**src/rtl/panel_char_writer_if.sv**
```systemverilog
// Parallel HD44780 bus plus status, as driven by panel_char_writer.
// master drives, slave observes.
interface panel_char_writer_if;
  logic       lcd_rs;
  logic       lcd_rw;
  logic       lcd_e;
  logic [7:0] lcd_data;
  logic       busy;
  logic       frame_done;

  modport master (
    output lcd_rs, lcd_rw, lcd_e,
    output lcd_data, busy, frame_done
  );
  modport slave (
    input lcd_rs, lcd_rw, lcd_e,
    input lcd_data, busy, frame_done
  );
endinterface

```
**src/rtl/panel_char_writer.sv**
```systemverilog
// Writes eight character slots to line 1 of an HD44780 LCD.
// Runs init once, then redraws only when the slots change.
module panel_char_writer #(
  parameter int POWERUP_CYC    = 1500000,
  parameter int SETUP_CYC      = 5,
  parameter int E_CYC          = 50,
  parameter int CMD_WAIT_CYC   = 5000,
  parameter int CLEAR_WAIT_CYC = 200000
) (
  input  logic       clk,
  input  logic       rst,
  input  logic [8:0] char_0,
  input  logic [8:0] char_1,
  input  logic [8:0] char_2,
  input  logic [8:0] char_3,
  input  logic [8:0] char_4,
  input  logic [8:0] char_5,
  input  logic [8:0] char_6,
  input  logic [8:0] char_7,
  panel_char_writer_if.master lcd
);

  localparam int M1 = (POWERUP_CYC > SETUP_CYC) ?
    POWERUP_CYC : SETUP_CYC;
  localparam int M2 = (E_CYC > CMD_WAIT_CYC) ?
    E_CYC : CMD_WAIT_CYC;
  localparam int M3 = (M1 > M2) ? M1 : M2;
  localparam int MAXC = (M3 > CLEAR_WAIT_CYC) ?
    M3 : CLEAR_WAIT_CYC;
  localparam int CW = $clog2(MAXC + 1);

  localparam logic [CW-1:0] PWR_END = CW'(POWERUP_CYC - 1);
  localparam logic [CW-1:0] SET_END = CW'(SETUP_CYC - 1);
  localparam logic [CW-1:0] E_END   = CW'(E_CYC - 1);
  localparam logic [CW-1:0] CMD_END = CW'(CMD_WAIT_CYC - 1);
  localparam logic [CW-1:0] CLR_END = CW'(CLEAR_WAIT_CYC - 1);

  typedef enum logic [2:0] {
    S_PWR, S_INIT, S_IDLE, S_ADDR, S_CHAR
  } state_t;
  typedef enum logic [1:0] {
    P_SETUP, P_PULSE, P_WAIT
  } phase_t;

  state_t          state, state_n;
  phase_t          phase, phase_n;
  logic [CW-1:0]   cnt, cnt_n;
  logic [2:0]      idx, idx_n;
  logic [7:0][7:0] snap, cur;
  logic            snap_vld;
  logic            load;
  logic            fd, fd_n;
  logic            rs, clr, ph_end, xfer;
  logic [7:0]      cur_b, sb;
  logic            unused_b8;

  assign cur = {char_7[7:0], char_6[7:0],
                char_5[7:0], char_4[7:0],
                char_3[7:0], char_2[7:0],
                char_1[7:0], char_0[7:0]};
  assign unused_b8 = ^{char_0[8], char_1[8],
                       char_2[8], char_3[8],
                       char_4[8], char_5[8],
                       char_6[8], char_7[8]};

  assign xfer = (state == S_INIT) ||
                (state == S_ADDR) ||
                (state == S_CHAR);
  assign rs = (state == S_CHAR);
  assign sb = snap[idx];

  always_comb begin
    cur_b = 8'h00;
    unique case (1'b1)
      (state == S_INIT): begin
        unique case (idx[1:0])
          2'd0: cur_b = 8'h38;
          2'd1: cur_b = 8'h0C;
          2'd2: cur_b = 8'h01;
          default: cur_b = 8'h06;
        endcase
      end
      (state == S_ADDR): cur_b = 8'h80;
      (state == S_CHAR):
        cur_b = (sb == 8'h00) ? 8'h20 : sb;
      default: cur_b = 8'h00;
    endcase
  end

  // Only the clear command needs the long settle time.
  assign clr = !rs && (cur_b == 8'h01);

  always_comb begin
    ph_end = 1'b0;
    unique case (phase)
      P_SETUP: ph_end = (cnt == SET_END);
      P_PULSE: ph_end = (cnt == E_END);
      default: ph_end = (cnt == (clr ? CLR_END : CMD_END));
    endcase
  end

  always_comb begin
    state_n = state;
    phase_n = phase;
    cnt_n   = cnt + CW'(1);
    idx_n   = idx;
    load    = 1'b0;
    fd_n    = 1'b0;
    unique case (state)
      S_PWR: begin
        if (cnt == PWR_END) begin
          state_n = S_INIT;
          phase_n = P_SETUP;
          cnt_n   = '0;
          idx_n   = '0;
        end
      end
      S_IDLE: begin
        cnt_n = '0;
        if (!snap_vld || (cur != snap)) begin
          load    = 1'b1;
          state_n = S_ADDR;
          phase_n = P_SETUP;
          idx_n   = '0;
        end
      end
      default: begin
        if (ph_end) begin
          cnt_n = '0;
          unique case (phase)
            P_SETUP: phase_n = P_PULSE;
            P_PULSE: phase_n = P_WAIT;
            default: begin
              phase_n = P_SETUP;
              idx_n   = idx + 3'd1;
              if (state == S_INIT && idx == 3'd3) begin
                state_n = S_IDLE;
                idx_n   = '0;
              end else if (state == S_ADDR) begin
                state_n = S_CHAR;
                idx_n   = '0;
              end else if (state == S_CHAR &&
                           idx == 3'd7) begin
                state_n = S_IDLE;
                idx_n   = '0;
                fd_n    = 1'b1;
              end
            end
          endcase
        end
      end
    endcase
  end

  always_ff @(posedge clk) begin
    if (rst) begin
      state    <= S_PWR;
      phase    <= P_SETUP;
      cnt      <= '0;
      idx      <= '0;
      snap     <= '0;
      snap_vld <= 1'b0;
      fd       <= 1'b0;
    end else begin
      state <= state_n;
      phase <= phase_n;
      cnt   <= cnt_n;
      idx   <= idx_n;
      fd    <= fd_n;
      if (load) begin
        snap     <= cur;
        snap_vld <= 1'b1;
      end
    end
  end

  assign lcd.lcd_rw     = 1'b0;
  assign lcd.lcd_rs     = rs;
  assign lcd.lcd_data   = xfer ? cur_b : 8'h00;
  assign lcd.lcd_e      = xfer && (phase == P_PULSE);
  assign lcd.busy       = (state != S_IDLE);
  assign lcd.frame_done = fd;

endmodule

```
**src/flat_wrapper.sv**
```systemverilog
// flat-port wrapper written by rule: the top's interface ports become plain ports
module panel_char_writer_flat 
#(
  parameter int POWERUP_CYC    = 1500000,
  parameter int SETUP_CYC      = 5,
  parameter int E_CYC          = 50,
  parameter int CMD_WAIT_CYC   = 5000,
  parameter int CLEAR_WAIT_CYC = 200000
)
  (clk, rst, char_0, char_1, char_2, char_3, char_4, char_5, char_6, char_7, lcd_lcd_rs, lcd_lcd_rw, lcd_lcd_e, lcd_lcd_data, lcd_busy, lcd_frame_done);
  panel_char_writer_if lcd_i ();
  input  logic clk;
  input  logic rst;
  input  logic [8:0] char_0;
  input  logic [8:0] char_1;
  input  logic [8:0] char_2;
  input  logic [8:0] char_3;
  input  logic [8:0] char_4;
  input  logic [8:0] char_5;
  input  logic [8:0] char_6;
  input  logic [8:0] char_7;
  output wire logic [$bits(lcd_i.lcd_rs)-1:0] lcd_lcd_rs;
  output wire logic [$bits(lcd_i.lcd_rw)-1:0] lcd_lcd_rw;
  output wire logic [$bits(lcd_i.lcd_e)-1:0] lcd_lcd_e;
  output wire logic [$bits(lcd_i.lcd_data)-1:0] lcd_lcd_data;
  output wire logic [$bits(lcd_i.busy)-1:0] lcd_busy;
  output wire logic [$bits(lcd_i.frame_done)-1:0] lcd_frame_done;
  assign lcd_lcd_rs = lcd_i.lcd_rs;
  assign lcd_lcd_rw = lcd_i.lcd_rw;
  assign lcd_lcd_e = lcd_i.lcd_e;
  assign lcd_lcd_data = lcd_i.lcd_data;
  assign lcd_busy = lcd_i.busy;
  assign lcd_frame_done = lcd_i.frame_done;
  panel_char_writer #(.POWERUP_CYC(POWERUP_CYC), .SETUP_CYC(SETUP_CYC), .E_CYC(E_CYC), .CMD_WAIT_CYC(CMD_WAIT_CYC), .CLEAR_WAIT_CYC(CLEAR_WAIT_CYC)) u_core (.clk(clk), .rst(rst), .char_0(char_0), .char_1(char_1), .char_2(char_2), .char_3(char_3), .char_4(char_4), .char_5(char_5), .char_6(char_6), .char_7(char_7), .lcd(lcd_i));
endmodule
```
**config.mk**
```make
export PLATFORM = sky130hd
export DESIGN_NAME = panel_char_writer_flat
export DESIGN_NICKNAME = d
export VERILOG_FILES = /design/src/rtl/panel_char_writer_if.sv /design/src/rtl/panel_char_writer.sv /design/src/flat_wrapper.sv
export SDC_FILE = /design/constraint.sdc
export NUM_CORES = 1
export LEC_CHECK = 0
export CAP_MARGIN = 0
export CORE_AREA = 2 2 108 110
export CTS_CLUSTER_DIAMETER = 100
export DETAILED_ROUTE_END_ITERATION = 16
export DIE_AREA = 0 0 110 112
export HOLD_SLACK_MARGIN = 0.05
export PLACE_DENSITY = 0.73
export SLEW_MARGIN = 5
export SYNTH_ARGS = -nofsm -noshare
export SYNTH_HDL_FRONTEND = slang
export SYNTH_SLANG_ARGS = --single-unit
```
**constraint.sdc**
```tcl
create_clock -name clk -period 3.4 [get_ports clk]
set_input_delay 0.51 -clock clk [delete_from_list [all_inputs] [get_ports clk]]
set_output_delay 0.51 -clock clk [all_outputs]
set_load 0.03 [all_outputs]
```
==> out/metrics.cfg, run 1 <==
[outcome]
outcome=finished clean

[synth]
netlist_instances=653
post-synth-top-count-cell=dfxtp_1
count_of_cell_types_in_the_netlist=59
post_synth_main_area_contributors=dfxtp_1, a21oi_1, mux4_2
post_synth.cell_area_avg_sq_um=8.19
area_of_the_mapped_netlist_sq_um=5350
number_of_register_bits_inferred_by_synthesis=95
number_of_enable_type_register_cells_in_the_synthesized_netlist=0
synth.top_cell.area_share_pct=35.6
synth_warnings=0
synth_top_cells_by_count=dfxtp_1, nand2_1, a21oi_1, o21ai_0, nor2_1
synth.net_count=735
synth_ff_type=dfxtp_1
asyncSetResetFlopFracSynth_pct=0
seq_area_frac_synth_pct=35.6
synth_top_cell_by_area=dfxtp_1

[critical_path]
setup_crit_start_kind=flip-flop
critPathArrivalTime_ps=2770
crit_path_max_incr_delay_ps=590
timing.critical_path.cells=buf_12 > mux4_2 > mux2i_1 > o21ai_0 > and2_1 > clkdlybuf4s50_1
critPathMaxFanout=16
crit_path_top_delay_cell=clkdlybuf4s50_1
crit_path_end_kind=output pin
critical_path_class=reg2out
critical_path_required_ps=2890

[layout]
synthToLayoutAreaGrowth_pct=22.2
finalNetCount=792
multi_input_area_sq_um=3180
layout.area.seq_sq_um=1900
final_layout_size_suffix_gt1_share_pct=7.41
n_fill_cell=996
antenna_cells=0
post-route-cell-area_sq_um=6530

[global_route]
grt_start_max_net_pins=78
grt_overflow_total=0
grt_first_pass_wirelength_um=23900
grt_antenna_before_repair=0
groute.usage.overall_pct=25.5
via_count_of_the_first_global_routing_pass=4719

[route]
drt-vias-per-instance=5.82
detail_route.drc_violations=0
routed_wl_um=15200
antenna_left=0
drt_iter0_markers=507
vias=4991
wl_per_cell_um=17.7
count_of_tritonroute_iterations_in_the_first_routing_pass=5

[timing]
grt_setup_unrepaired=false
final-hold-violation-count=0
whs_ps=466
layout_min_cycle_time_ps=3280
achievable-frequency_ghz=0.305
final-max-slew-violation-count=0
clock_skew_ps=4.49
worst_pin_slew_ps=838
final_cycle_utilization_of_the_critical_path_pct=96.5
max-slew-margin-rel_pct=44.2
timing.setup.tns_ps=0
final_setup_vio_count=0

[cts]
htreeDepth=3
cts.repair.resized=0
cts.sinks=95
cts.repair_timing.setup_buffer_count=0
worstSkewPairLatency_ps=350
clkSlewWorstSetupHoldPaths_ps=60
clockBufferDepth=2
cts-buffers-inserted=9
cts-hold-fix-buffers=0
clk_root_buffer_cell=clkbuf_16
tritoncts_clock_tree=yes

[pwr]
fin_total_pwr_mw=2.35
power_density_nw_per_um2=360
worst_ir_drop_vdd_mv=0.315
static-leakage-power_nw=2.24

[worst_hold_path]
holdCritPathClass=reg2reg

[floorplan]
initial_utilization_pct=47.8
io_pins=87
die_height_um=112
core.rowCount=39
die_area_sq_um=12300
core_region_area_sq_um=11200
die_x_um=110

[placement]
postPlaceCellArea_sq_um=6220
post_detailed_placement_half_perimeter_wirelength_um=11100
finalWeightedCongestion=0.910
port_buffers=77

[job]
max-cap-violations=0

## layout make-up
| class | count | area share, % |
|---|---|---|
| clock inverters | 2 | 0.575 |
| clock buffers | 14 | 4.19 |
| flip-flops and latches | 95 | 29.1 |
| multi-input cells | 491 | 48.7 |
| repair buffers | 87 | 13.2 |
| inverters | 26 | 1.49 |
| well taps | 143 | 2.74 |
## logic make-up (layout without fill, tap and decap cells)
kind of cell    after synthesis  in the layout  synth area share (%)
simple gates                213            213                  19.1
compound gates              175            175                  18.1
flops                        95             95                  35.6
buf+inv                      67            129                  5.22
xor+xnor                     66             66                  10.8
mux                          28             28                  9.17
fa+ha+maj                     8              8                  1.87
other cells                   1              1                0.0701
## layer usage
| metal | track usage, % | wire, um | vias up |
|---|---|---|---|
| met5 | 0 | 0 | - |
| met4 | 8.27 | 367 | 0 |
| met3 | 5.74 | 912 | 27 |
| met2 | 41.2 | 7300 | 179 |
| met1 | 33.5 | 6620 | 2387 |
| li1 | - | - | 2398 |
## critical path, delay by kind of cell (launching register included)
kind	cells	cell delay, ps
DFF	1	460
buffers and inverters	2	810
muxes	2	840
AOI/OAI and AO/OA	1	130
and+or+nand+nor	1	170
## sequential cells by signal, summed over array words and instances, names as in the netlist
| register | cells |
|---|---|
| u_core.snap | 64 |
| u_core.idx | 3 |
| u_core.phase | 2 |
| u_core.state | 3 |
| u_core.cnt | 21 |
| u_core.lcd.frame_done | 1 |
| u_core.snap_vld | 1 |
## path summary, 6_finish.rpt
check / slack, ps / endpoint / from / cells after the start
setup / recovery: 120 / lcd_lcd_data[1] / u_core.idx[0]$_SDFFE_PP0P_ / 6
hold / removal: 470 / u_core.cnt[0]$_SDFF_PP0_ / u_core.cnt[0]$_SDFF_PP0_ / 1
setup reg to reg: 250 / u_core.cnt[4]$_SDFF_PP0_ / u_core.idx[0]$_SDFFE_PP0P_ / 9
hold reg to reg: 470 / u_core.cnt[0]$_SDFF_PP0_ / u_core.cnt[0]$_SDFF_PP0_ / 1
## metrics by stage
step | std cells | util (%) | setup slack (ps)
finish | 858 | 58.5 | 119
global route | 858 | 58.5 | 4.29
floorplan | 653 | - | 45.8
detailed placement | 842 | 55.7 | 210
CTS | 858 | 58.5 | 141
global placement | 842 | 55.7 | 323
## placed cells by master (no fill, tap or decap), types with 2 or more instances in the layout
master and count:
o2111ai_1 2, o21a_1 2, xor2_1 31, o21ai_1 12, or2b_1 2, buf_4 9, buf_12 2, mux4_2 16
nor2_1 49, o22ai_1 10, nand2b_1 8, dfxtp_1 95, clkdlybuf4s50_1 75, mux2i_1 10, and3_1 3, xnor2_1 35
a31oi_1 2, a21oi_2 2, nor4_1 11, clkbuf_8 3, nand3_1 10, nand2_1 84, clkbuf_1 2, ha_1 8
o21ai_0 58, nor3_1 11, a21oi_1 72, clkbuf_16 9, a221oi_1 2, mux2_4 2, and4_1 2, nand4_1 15
nor2b_1 6, inv_1 25
## power by group
group / internal, mW / switching, mW
registers: 1.12 / 0.00312
logic: 0.0937 / 0.0783
clock network: 0.631 / 0.427
total: 1.84 / 0.508
Power figures use the tool's default switching activity.
==> inputs of run 2 (changes only) <==
--- a/config.mk
+++ b/config.mk
@@ -5,7 +5,7 @@
 export SDC_FILE = /design/constraint.sdc
 export NUM_CORES = 1
 export LEC_CHECK = 0
-export CAP_MARGIN = 0
+export CAP_MARGIN = 30
 export CORE_AREA = 2 2 108 110
 export CTS_CLUSTER_DIAMETER = 100
 export DETAILED_ROUTE_END_ITERATION = 16
==> results of run 2 <==
The final DEF is identical to that of run 1; final timing and power are the same.
==> inputs of run 3 (changes only) <==
--- a/config.mk
+++ b/config.mk
@@ -5,11 +5,11 @@
 export SDC_FILE = /design/constraint.sdc
 export NUM_CORES = 1
 export LEC_CHECK = 0
-export CAP_MARGIN = 30
-export CORE_AREA = 2 2 108 110
+export CAP_MARGIN = 5
+export CORE_AREA = 2 2 92 129
 export CTS_CLUSTER_DIAMETER = 100
 export DETAILED_ROUTE_END_ITERATION = 16
-export DIE_AREA = 0 0 110 112
+export DIE_AREA = 0 0 94 131
 export HOLD_SLACK_MARGIN = 0.05
 export PLACE_DENSITY = 0.73
 export SLEW_MARGIN = 5
==> run 3 against run 2 <==
  * Clock skew rose by 4.5 ps
  * Clock-buffer cell count fell by 2
  * First-iteration DRC count fell by 31%
  * Setup slack improved by 170 ps
  * Clock power is 7% lower
  * Non-clock buffer count did not move
  * Critical path depth is 4 higher
  * Worst hold slack improved by 13 ps
  * Global-route usage down 0.15 points
  * Critical endpoint is now u_core.cnt[8]$_SDFF_PP0_
  * Largest cell class unchanged
  * Largest power group unchanged
==> out/metrics.cfg, run 3 (synthesis gave the netlist of run 1 again) <==
[cts]
clockBufferDepth=2
htreeDepth=3
cts-hold-fix-buffers=0
clkSlewWorstSetupHoldPaths_ps=70
clk_root_buffer_cell=clkbuf_16
cts.repair.resized=0
cts-buffers-inserted=9
cts.repair_timing.setup_buffer_count=0
tritoncts_clock_tree=yes
worstSkewPairLatency_ps=350
cts.sinks=95

[worst_hold_path]
holdCritPathClass=reg2reg

[route]
drt-vias-per-instance=5.86
routed_wl_um=14800
vias=5030
drt_iter0_markers=352
count_of_tritonroute_iterations_in_the_first_routing_pass=5
antenna_left=0
wl_per_cell_um=17.2
detail_route.drc_violations=0

[timing]
timing.setup.tns_ps=0
final-max-slew-violation-count=0
achievable-frequency_ghz=0.322
layout_min_cycle_time_ps=3110
final_setup_vio_count=0
clock_skew_ps=8.99
final-hold-violation-count=0
grt_setup_unrepaired=false
whs_ps=479
layout_setup_ws_ps=293
final_cycle_utilization_of_the_critical_path_pct=91.4
max-slew-margin-rel_pct=46.9
worst_pin_slew_ps=797

[critical_path]
critPathMaxFanout=21
critical_path_class=reg2reg
critPathArrivalTime_ps=3310
setup_crit_start_kind=flip-flop
critical_path_required_ps=3610
crit_path_end_kind=flip-flop

[pwr]
switchingPower_mw=0.529
combPwrFrac_pct=7.4
int_power_mw=1.75
sequentialPowerShare_pct=49.1
share_clk_of_total_power_pct=43.5
static-leakage-power_nw=2.22
fin_total_pwr_mw=2.28
worst_ir_drop_vdd_mv=0.219
switching_share_pct=23.3
power_density_nw_per_um2=350

[layout]
antenna_cells=0
synthToLayoutAreaGrowth_pct=21.7
largest_register_ffs=64
layout_common_cells=dfxtp_1, nand2_1, clkdlybuf4s50_1, a21oi_1, o21ai_0
post-route-cell-area_sq_um=6510
instances_no_fill=859
layout_commonest_cell=dfxtp_1
utilization_pct=58.0
finalNetCount=792
largestRegisters=u_core.snap x64, u_core.cnt x21
final_layout_size_suffix_gt1_share_pct=7.55
n_fill_cell=1025
top_register_by_number_of_flip_flops=u_core.snap

[floorplan]
die_height_um=131
io_pins=87
die_x_um=94
core_region_area_sq_um=11200
core.rowCount=46
initial_utilization_pct=47.6
die_area_sq_um=12300

[global_route]
grt_first_pass_wirelength_um=24200
via_count_of_the_first_global_routing_pass=5034
grt_antenna_before_repair=0
grt_overflow_total=0
grt_start_max_net_pins=66
groute.usage.overall_pct=25.3

[placement]
port_buffers=77
postPlaceCellArea_sq_um=6220
dp.cells=843
post_detailed_placement_half_perimeter_wirelength_um=10800
dp_worst_setup_slack_ps=219
finalWeightedCongestion=0.905

[outcome]
outcome=finished clean

[job]
max-cap-violations=0

run 3: power by group through the flow:
| stage | combinational (mW) | clock, mW | sequential [mW] |
|---|---|---|---|
| final | 0.168 | 0.990 | 1.12 |
| after global routing | 0.180 | 1.06 | 1.12 |
| after CTS | 0.167 | 0.999 | 1.12 |
| after detailed placement | 0.166 | 0 | 1.14 |
| after global placement | 0.164 | 0 | 1.14 |
| after floorplan | 0.0580 | 0 | 1.14 |
run 3: path summary, 6_finish.rpt:
| path | startpoint | to | slack [ps] | cells after the start |
|---|---|---|---|---|
| min | u_core.cnt[0]$_SDFF_PP0_ | u_core.cnt[0]$_SDFF_PP0_ | 480 | 1 |
| min reg2reg | u_core.cnt[0]$_SDFF_PP0_ | u_core.cnt[0]$_SDFF_PP0_ | 480 | 1 |
| max | u_core.idx[0]$_SDFFE_PP0P_ | u_core.cnt[8]$_SDFF_PP0_ | 290 | 10 |
| max reg2reg | u_core.idx[0]$_SDFFE_PP0P_ | u_core.cnt[8]$_SDFF_PP0_ | 290 | 10 |
run 3: routing by layer:
layer	GRT usage, %	vias to the layer above	part of all wire (%)
met5	0	-	0
met4	17.8	0	6.2
met3	3.04	53	3.7
met2	44.7	165	51
met1	28.0	2423	39
li1	-	2389	-
run 3: area by class of cell:
class / count / area (sq um) / share of cell area [%]
Timing Repair Buffer: 87 / 863 / 13.3
Sequential cell: 95 / 1900 / 29.2
Tap cell: 144 / 180 / 2.77
Clock buffer: 12 / 256 / 3.94
Multi-Input combinational cell: 491 / 3180 / 48.8
Inverter: 26 / 97.6 / 1.50
Clock inverter: 4 / 30.0 / 0.461
run 3: worst max-delay path, stage by stage (launching register included):
cell and delay (ps):
dfxtp_1 360, buf_12 200, inv_1 120, ha_1 270, nor4_4 400, a31oi_1 140, o2bb2ai_1 150, o21ai_1 100
o41a_1 460, or2b_1 630, nor2_1 120
